<file path="src/rtl/mem_bus_arbiter.sv">
// -----------------------------------------------------------------------------
// mem_bus_arbiter
// Shares the 13-bit address / 8-bit data memory bus (ROM + RAM) between two
// requesters. Port 0 is the CPU fetch/data path and port 1 is the program
// loader / debug port. Each access runs as SETUP -> STROBE (WAIT_CYC+1
// cycles) -> HOLD. The block decodes the ROM/RAM chip enables and returns
// read data together with a one-cycle ack.
//
// Optional feature macro: MEM_ARB_RR_EN
//   defined   : round-robin arbitration between the two ports
//   undefined : fixed priority, port 0 over port 1
//
// Ports
//   i_clk, i_rst_n            clock, synchronous active-low reset
//   i_req0/1, i_we0/1         request (held until ack), write enable
//   i_addr0/1, i_wdata0/1     access address and write data
//   o_gnt0/1                  port owns the bus (SETUP through HOLD)
//   o_ack0/1                  one-cycle completion pulse (HOLD cycle)
//   o_rdata                   read data, valid in the ack cycle and held
//   o_err                     pulses with ack: unmapped address or ROM write
//   o_busy                    sequencer not idle
//   o_mem_addr, o_mem_wdata   bus address and write data
//   i_mem_rdata               bus read data
//   o_mem_rd, o_mem_wr        read / write strobes
//   o_rom_en, o_ram_en        chip enables
// -----------------------------------------------------------------------------
module mem_bus_arbiter #(
    parameter int ADDR_W   = 13,
    parameter int DATA_W   = 8,
    parameter int WAIT_CYC = 1
) (
    input  logic              i_clk,
    input  logic              i_rst_n,
    input  logic              i_req0,
    input  logic              i_req1,
    input  logic              i_we0,
    input  logic              i_we1,
    input  logic [ADDR_W-1:0] i_addr0,
    input  logic [ADDR_W-1:0] i_addr1,
    input  logic [DATA_W-1:0] i_wdata0,
    input  logic [DATA_W-1:0] i_wdata1,
    output logic              o_gnt0,
    output logic              o_gnt1,
    output logic              o_ack0,
    output logic              o_ack1,
    output logic [DATA_W-1:0] o_rdata,
    output logic              o_err,
    output logic              o_busy,
    output logic [ADDR_W-1:0] o_mem_addr,
    output logic [DATA_W-1:0] o_mem_wdata,
    input  logic [DATA_W-1:0] i_mem_rdata,
    output logic              o_mem_rd,
    output logic              o_mem_wr,
    output logic              o_rom_en,
    output logic              o_ram_en
);

    typedef enum logic [1:0] {
        ST_IDLE   = 2'd0,
        ST_SETUP  = 2'd1,
        ST_STROBE = 2'd2,
        ST_HOLD   = 2'd3
    } state_t;

    localparam logic [3:0] WAIT_LD = 4'(WAIT_CYC);

    // Returns {ram_en, rom_en} for an address. The top two address bits
    // select RAM (11), an unmapped hole (01) or ROM (x0).
    function automatic logic [1:0] f_decode(input logic [ADDR_W-1:0] a);
        logic [1:0] d;
        case (a[ADDR_W-1 -: 2])
            2'b11:   d = 2'b10;
            2'b01:   d = 2'b00;
            default: d = 2'b01;
        endcase
        return d;
    endfunction

    state_t            r_state, w_state_nxt;
    logic              r_owner, w_owner_nxt;
    logic              r_we, w_we_nxt;
    logic [3:0]        r_wait_cnt, w_wait_cnt_nxt;
    logic [ADDR_W-1:0] r_mem_addr, w_addr_nxt;
    logic [DATA_W-1:0] r_mem_wdata, w_wdata_nxt;
    logic [DATA_W-1:0] r_rdata, w_rdata_nxt;
    logic              w_sel1;
    logic [1:0]        w_dec_cur, w_dec_nxt;
    logic              w_bad_cur, w_bad_nxt;
    logic              w_active_nxt, w_strobe_nxt, w_hold_nxt;
    logic              r_gnt0, r_gnt1, r_ack0, r_ack1, r_err, r_busy;
    logic              r_mem_rd, r_mem_wr, r_rom_en, r_ram_en;

`ifdef MEM_ARB_RR_EN
    // r_rr_prio = 1 means port 1 wins the next simultaneous request.
    logic r_rr_prio, w_rr_prio_nxt;
    assign w_sel1 = i_req1 & (~i_req0 | r_rr_prio);

    // Round-robin pointer: after every grant, priority moves to the other port.
    always_comb begin
        w_rr_prio_nxt = r_rr_prio;
        if (r_state == ST_IDLE && (i_req0 | i_req1)) begin
            w_rr_prio_nxt = ~w_sel1;
        end else begin
            w_rr_prio_nxt = r_rr_prio;
        end
    end

    // Round-robin pointer register.
    always_ff @(posedge i_clk) begin
        if (!i_rst_n) begin
            r_rr_prio <= 1'b0;
        end else begin
            r_rr_prio <= w_rr_prio_nxt;
        end
    end
`else
    assign w_sel1 = i_req1 & ~i_req0;
`endif

    // A "bad" access (unmapped address, or a write to ROM) never strobes.
    assign w_dec_cur = f_decode(r_mem_addr);
    assign w_bad_cur = ~|w_dec_cur | (r_we & w_dec_cur[0]);
    assign w_dec_nxt = f_decode(w_addr_nxt);
    assign w_bad_nxt = ~|w_dec_nxt | (w_we_nxt & w_dec_nxt[0]);

    // Next-state logic, access latching and read-data capture.
    always_comb begin
        w_state_nxt    = r_state;
        w_owner_nxt    = r_owner;
        w_we_nxt       = r_we;
        w_addr_nxt     = r_mem_addr;
        w_wdata_nxt    = r_mem_wdata;
        w_wait_cnt_nxt = r_wait_cnt;
        w_rdata_nxt    = r_rdata;
        case (r_state)
            ST_IDLE: begin
                if (i_req0 | i_req1) begin
                    w_state_nxt = ST_SETUP;
                    w_owner_nxt = w_sel1;
                    w_we_nxt    = w_sel1 ? i_we1    : i_we0;
                    w_addr_nxt  = w_sel1 ? i_addr1  : i_addr0;
                    w_wdata_nxt = w_sel1 ? i_wdata1 : i_wdata0;
                end else begin
                    w_state_nxt = ST_IDLE;
                end
            end
            ST_SETUP: begin
                w_state_nxt    = ST_STROBE;
                w_wait_cnt_nxt = WAIT_LD;
            end
            ST_STROBE: begin
                if (r_wait_cnt == 4'd0) begin
                    w_state_nxt = ST_HOLD;
                    // Capture data from the combinational memories on the last
                    // strobe cycle. Writes leave the last read value in place.
                    if (w_bad_cur) begin
                        w_rdata_nxt = {DATA_W{1'b0}};
                    end else if (!r_we) begin
                        w_rdata_nxt = i_mem_rdata;
                    end else begin
                        w_rdata_nxt = r_rdata;
                    end
                end else begin
                    w_wait_cnt_nxt = r_wait_cnt - 4'd1;
                end
            end
            ST_HOLD: begin
                w_state_nxt = ST_IDLE;
            end
            default: begin
                w_state_nxt = ST_IDLE;
            end
        endcase
    end

    assign w_active_nxt = (w_state_nxt != ST_IDLE);
    assign w_strobe_nxt = (w_state_nxt == ST_STROBE) & ~w_bad_nxt;
    assign w_hold_nxt   = (w_state_nxt == ST_HOLD);

    // FSM state and latched access registers.
    always_ff @(posedge i_clk) begin
        if (!i_rst_n) begin
            r_state     <= ST_IDLE;
            r_owner     <= 1'b0;
            r_we        <= 1'b0;
            r_wait_cnt  <= 4'd0;
            r_mem_addr  <= {ADDR_W{1'b0}};
            r_mem_wdata <= {DATA_W{1'b0}};
            r_rdata     <= {DATA_W{1'b0}};
        end else begin
            r_state     <= w_state_nxt;
            r_owner     <= w_owner_nxt;
            r_we        <= w_we_nxt;
            r_wait_cnt  <= w_wait_cnt_nxt;
            r_mem_addr  <= w_addr_nxt;
            r_mem_wdata <= w_wdata_nxt;
            r_rdata     <= w_rdata_nxt;
        end
    end

    // Registered bus controls, derived from the state being entered so
    // that they line up with it.
    always_ff @(posedge i_clk) begin
        if (!i_rst_n) begin
            r_gnt0   <= 1'b0;
            r_gnt1   <= 1'b0;
            r_ack0   <= 1'b0;
            r_ack1   <= 1'b0;
            r_err    <= 1'b0;
            r_busy   <= 1'b0;
            r_mem_rd <= 1'b0;
            r_mem_wr <= 1'b0;
            r_rom_en <= 1'b0;
            r_ram_en <= 1'b0;
        end else begin
            r_gnt0   <= w_active_nxt & ~w_owner_nxt;
            r_gnt1   <= w_active_nxt & w_owner_nxt;
            r_ack0   <= w_hold_nxt & ~w_owner_nxt;
            r_ack1   <= w_hold_nxt & w_owner_nxt;
            r_err    <= w_hold_nxt & w_bad_nxt;
            r_busy   <= w_active_nxt;
            r_mem_rd <= w_strobe_nxt & ~w_we_nxt;
            r_mem_wr <= w_strobe_nxt & w_we_nxt;
            r_rom_en <= w_active_nxt & w_dec_nxt[0];
            r_ram_en <= w_active_nxt & w_dec_nxt[1];
        end
    end

    assign o_gnt0      = r_gnt0;
    assign o_gnt1      = r_gnt1;
    assign o_ack0      = r_ack0;
    assign o_ack1      = r_ack1;
    assign o_err       = r_err;
    assign o_busy      = r_busy;
    assign o_rdata     = r_rdata;
    assign o_mem_addr  = r_mem_addr;
    assign o_mem_wdata = r_mem_wdata;
    assign o_mem_rd    = r_mem_rd;
    assign o_mem_wr    = r_mem_wr;
    assign o_rom_en    = r_rom_en;
    assign o_ram_en    = r_ram_en;

endmodule

</file>
<file path="config.mk">
export PLATFORM = sky130hd
export DESIGN_NAME = mem_bus_arbiter
export DESIGN_NICKNAME = d
export VERILOG_FILES = /design/src/rtl/mem_bus_arbiter.sv
export SDC_FILE = /design/constraint.sdc
export NUM_CORES = 1
export LEC_CHECK = 0
export ABC_AREA = 1
export CAP_MARGIN = 20
export CORE_AREA = 2 2 74 76
export DETAILED_ROUTE_END_ITERATION = 10
export DIE_AREA = 0 0 76 78
export GPL_TIMING_DRIVEN = 0
export PLACE_DENSITY = 0.76
export SLEW_MARGIN = 20
export SYNTH_ARGS = -nofsm -noshare
export SYNTH_HDL_FRONTEND = slang
export SYNTH_SLANG_ARGS = --single-unit
</file>
<file path="constraint.sdc">
create_clock -name i_clk -period 1.6 [get_ports i_clk]
set_input_delay 0.32 -clock i_clk [delete_from_list [all_inputs] [get_ports i_clk]]
set_output_delay 0.32 -clock i_clk [all_outputs]
set_load 0.02 [all_outputs]
</file>
Word level (Yosys, flattened, before mapping)
Index checks and enable logic that the tools add are counted.
{ "totals": {"regBits": 47, "latch_bits": 0, "ramBits": 0, "mem_bits_ro": 0, "in_bits": 56, "elab_cells": 79, "mem_count": 0} }
{ "classes": {"add_sub_neg": 1, "n_mul": 0, "n_div": 0, "order_cmp": 0, "eq_ne": 11, "shift": 0, "mux": 18, "bitwise_logic": 20, "n_reduce_logical": 11} }
{ "ops": {"columns": ["cell", "n"], "rows": [
  ["13-bit 2-to-1 mux", 3],
  ["8-bit 2-to-1 mux", 3],
  ["1-bit bitwise AND", 13],
  ["2-bit == test, second input constant", 6],
  ["2-bit one-hot mux with 2 select lines", 2],
  ["2-bit one-hot mux with 4 select lines", 1],
  ["4-bit one-hot mux with 2 select lines", 1],
  ["2-bit by 1-bit == test with 1-bit output, second input constant", 3],
  ["1-bit 2-to-1 mux", 6],
  ["4-bit zero test", 1],
  ["4-bit 2-to-1 mux", 1],
  ["1-bit NOT", 4],
  ["2-bit AND reduction", 2],
  ["2-bit nonzero test", 2],
  ["2-bit OR reduction", 2],
  ["4-bit by 1-bit subtractor with 4-bit output, second input constant", 1],
  ["1-bit OR", 3],
  ["3-bit AND reduction", 1],
  ["1-bit zero test", 2],
  ["2-bit zero test", 1],
  ["2-bit 2-to-1 mux", 1],
  ["2-bit by 1-bit inequality test with 1-bit output, second input constant", 1],
  ["2-bit inequality test, second input constant", 1]
]} }

Depth between registers and ports, before layout
Gate-level depths: netlist of run 1.
{ "depth": {"word_depth": 13, "mapped_depth": 10, "depth_no_buf": 10} }

Worst setup path before layout of run 1
Ideal clock, no wire load.
{ "synth_path": {"path_kind": "reg2reg", "from": "register r_state[0]", "to": "register r_mem_addr[0], in the netlist o_mem_addr[0]", "setup_ns": 0.070, "t_arrival_ns": 1.306, "required_time_ns": 1.530, "path_slack_ns": 0.224, "stages_incl_launch_ff": 9, "n_path_buf": 2, "cell_sequence": "dfxtp_1 > inv_1 > ha_1 > inv_2 > nor2_2 > buf_6 > clkbuf_4 > o21ai_0 > a21oi_1"} }
{ "synth_between": {"elab_chain_cells": 2} }
{ "synth_lines": {"columns": ["element", "line_no", "rtl"], "rows": [
  ["from (decl)", "79", "state_t r_state, w_state_nxt;"],
  ["from (signal assigned)", "191", "r_state <= w_state_nxt;"],
  ["2-bit zero test", "135", "case (r_state)"],
  ["2-bit AND reduction (no source line)", null, null],
  ["to (signal assigned)", "187", "r_mem_addr <= {ADDR_W{1'b0}};"],
  ["to (signal assigned)", "195", "r_mem_addr <= w_addr_nxt;"],
  ["to (decl)", "83", "logic [ADDR_W-1:0] r_mem_addr, w_addr_nxt;"]
]} }
Every way passes these cells.
A chain may end at the register's enable or synchronous reset.

Worst setup path in the final report of run 1
{ "layout_path": {"from": "register r_rdata[2], in the netlist o_rdata[2]", "to": "output port o_rdata[2]"} }
{ "layout_rtl": {"columns": ["element", "line_no", "rtl"], "rows": [
  ["from (decl)", "85", "logic [DATA_W-1:0] r_rdata, w_rdata_nxt;"],
  ["from (signal assigned)", "189", "r_rdata <= {DATA_W{1'b0}};"],
  ["from (signal assigned)", "197", "r_rdata <= w_rdata_nxt;"],
  ["to (decl)", "46", "output logic [DATA_W-1:0] o_rdata,"]
]} }
No word-level cell between the ends.

==> impl_metrics.csv, run 1 <==
group,metric,value,unit
run_status,status,"completed",
clock_tree,cts_root_buf,"clkbuf_8",
clock_tree,cts_tree,"done",
final_layout,nets,442,
critical_path,cpMaxStageDelayCell,"clkdlybuf4s50_1",
power,pwr-share-comb,40.6,%
clock_tree,cts_buffers,5,
timing,period_share,97.60,%
final_layout,diodes,0,
timing,clock_skew,6.029,ps
synth,netlist_instances,280,
critical_path,endpoint_kind,"primary output",
critical_path,crit_family,"buffers and inverters",
clock_tree,cts_buffer_depth,2,
die,die_y,78,um
place,portBuffers,94,
place,dp_hpwl,4082,um
drt,wl,5454,um
global_routing,grt_max_degree,16,
critical_path,cp_cell_sequence,"clkdlybuf4s50_1",
drt,vias,2125,
power,clockPowerShare,19.5,%
critical_path,start_kind,"flip-flop",
die,floorplan.rows,26,
drt,dr.pass1.iters,4,
die,core_area,5042,um2
global_routing,gr-total-overflow,0,
timing,worst_slew_pin_slew,418.7,ps
min_path,hold_path.class,"reg -> reg",
final_layout,multi_input_area,928.4,um2
place,gp_congestion,0.8239,
synth,synth.avg_cell_area,7.230,um2
critical_path,startpoint,"o_rdata[2]",
place,preCtsSetupSlack,-283.7,ps
clock_tree,cts_hold_buf,0,
timing,hold_ws,485.3,ps
clock_tree,clock-sinks,47,
synth,ys_seq_elements,47,
die,dieArea,5928,um2
critical_path,crit_fanout,2,
final_layout,register_area,940.9,um2
critical_path,cp_num_buf_inv,1,
timing,final_hold_viol_count,0,
power,swShare,36.53,%
final_layout,drive_above_1_share,7.853,%
timing,layout_setup_ws,38.33,ps
power,power-per-cell-area,1154,nW/um2
timing,maxSlewHeadroom,72.09,%
clock_tree,htreeDepth,2,
global_routing,grt_first_pass_wirelength,9114,um
job,maxCapViolations,0,
synth,syn-num-nets,341,
critical_path,slowest_delay,600,ps
final_layout,fill_cells,451,
die,die_x,76,um
clock_tree,clock_latency,300,ps
timing,fmax,0.6403,GHz
min_path,hold_start,"o_rdata[4]",
critical_path,critPathKind,"reg -> out",
power,vdd_drop_max,0.7193,mV
drt,viasPerCell,4.701,
timing,finalMaxSlewViolations,0,
power,total_power,3.713,mW
place,placedCellCount,444,
power,intPower,2.356,mW
drt,wl_per_cell,12.07,um
timing,rsz0062_at_grt,"yes",
die,start_util,40.15,%
clock_tree,path_clk_slew,90,ps
critical_path,required,1280,ps
synth,synth_area,2024,um2
timing,setup_viol,0,
final_layout,finish.utilization,63.80,%
die,ioPinCount,95,
synth,yosysSeqAreaShare,46.48,%
synth,synth.yosys.warnings,0,
timing,min_period,1562,ps
global_routing,grt_pass1_vias,2106,
global_routing,antenna_found_initial,0,
power,p_seq_share,39.9,%
power,power_switching,1.356,mW
drt,drt-initial-drc-count,62,
power,p_leak,1.696,nW
critical_path,arrival,1240,ps
final_layout,area_growth,58.90,%
drt,detail-route-antenna-nets,0,
global_routing,grt.total_usage,18.93,%
critical_path,reg2reg_from,"r_state[1]",
final_layout,stdcell_count,452,
drt,drc,0,
synth,synthDistinctLibCells,24,
cell usage after synthesis (all sizes together):
master	instances	share of area [%]
o22ai	1	0.31
nand3	5	1.2
a21oi	42	10
inv	25	4.6
dfxtp	47	46
nand4	4	1.2
nand2	78	15
buf	7	2.7
nor3	1	0.25
ha	5	3.1
o21ai	23	5.9
nor2	38	7.7
clkbuf	4	1.4
state kept, by name (all words and copies together), names as in the netlist:
name	count
o_mem_addr	13
o_mem_wdata	8
o_rdata	8
r_wait_cnt	4
r_state	2
o_ack0	1
o_ack1	1
o_busy	1
o_err	1
o_gnt0	1
o_gnt1	1
o_mem_rd	1
o_mem_wr	1
o_ram_en	1
o_rom_en	1
r_owner	1
r_we	1
worst reg2reg max path, cell delays in order, from the launching register on:
cell and delay [ps]:
dfxtp_1 320, inv_1 120, ha_4 200, inv_2 50
nor2_4 130, buf_6 140, clkbuf_4 200, o21ai_0 100
a21oi_1 140
path summary, 6_finish.rpt:
kind / cells past startpoint / endpoint / slack (ps)
worst max register to register: 8 / o_mem_wdata[5] / 120
worst max-delay path: 1 / o_rdata[2] / 40
worst min register to register: 2 / o_rdata[4] / 490
worst min-delay path: 2 / o_rdata[4] / 490
logic make-up after synthesis:
group,Yosys count,synth area share (%)
and+or+nand+nor,126,25.09
AOI/OAI and AO/OA,66,16.56
buffers and inverters,36,8.776
adders and majority gates,5,3.090
DFF,47,46.48
per-stage QoR:
stage,area (um2),setup TNS (ps)
after CTS,3146,0
after floorplan,2024,0
after global routing,3217,-1.551
after detailed placement,3053,-4091
after global placement,3053,-3824
final,3217,0
cell usage in the layout, fill, tap and decap left out, types with 2 or more instances in the layout:
| master | Yosys | final |
|---|---|---|
| clkdlybuf4s50_1 | 0 | 63 |
| inv_2 | 4 | 5 |
| a21oi_1 | 42 | 42 |
| dlygate4sd2_1 | 0 | 7 |
| o21ai_1 | 3 | 3 |
| inv_1 | 21 | 20 |
| dfxtp_1 | 47 | 47 |
| clkbuf_1 | 2 | 2 |
| nand4_1 | 4 | 4 |
| o21ai_0 | 19 | 19 |
| buf_6 | 3 | 3 |
| nand2_2 | 2 | 2 |
| clkbuf_8 | 1 | 6 |
| nor2_1 | 35 | 35 |
| dlymetal6s2s_1 | 0 | 24 |
| buf_2 | 2 | 2 |
| clkinvlp_4 | 0 | 2 |
| ha_1 | 5 | 4 |
| nand2_1 | 76 | 76 |
| nor2_4 | 1 | 2 |
| nand3_1 | 5 | 4 |
what timing repair did:
action                                  4_1_cts  5_1_grt
gates cloned                                  0        0
setup buffers                                 0        0
endpoints found under the setup margin       18       38
resized for setup                             9       28
pin swaps                                     0        0
hold endpoints to repair                      0        0
area by class of cell:
| cell class | instances | share of cell area, % |
|---|---|---|
| well taps | 70 | 2.723 |
| inverters | 25 | 2.917 |
| clock buffers | 5 | 2.139 |
| plain buffers | 11 | 2.645 |
| multi-input cells | 197 | 28.86 |
| flip-flops and latches | 47 | 29.25 |
| repair buffers | 94 | 30.84 |
| clock inverters | 3 | 0.6223 |
routing by layer:
metal / up-vias / wire [um] / track usage [%]
met1: 953 / 2308 / 21.65
met3: 10 / 517 / 8.372
met2: 69 / 2521 / 31.16
li1: 1093 / - / -
met5: - / 0 / 0
met4: 0 / 106 / 7.455
power groups by stage:
stage	Clock (mW)	Sequential [mW]	Combinational, mW
global placement	0	1.51	1.49
detailed placement	0	1.51	1.51
CTS	0.746	1.49	1.52
floorplan	0	1.72	0.654
global route	0.795	1.51	1.65
finish	0.726	1.48	1.51
Note: power is estimated with default switching activity, not from simulation.
==> run 2, diff against run 1 <==
Settings changed: CTS_CLUSTER_DIAMETER from default to 40.
==> results of run 2 <==
Same layout as run 1: the final DEF is identical, and so are final timing and power.
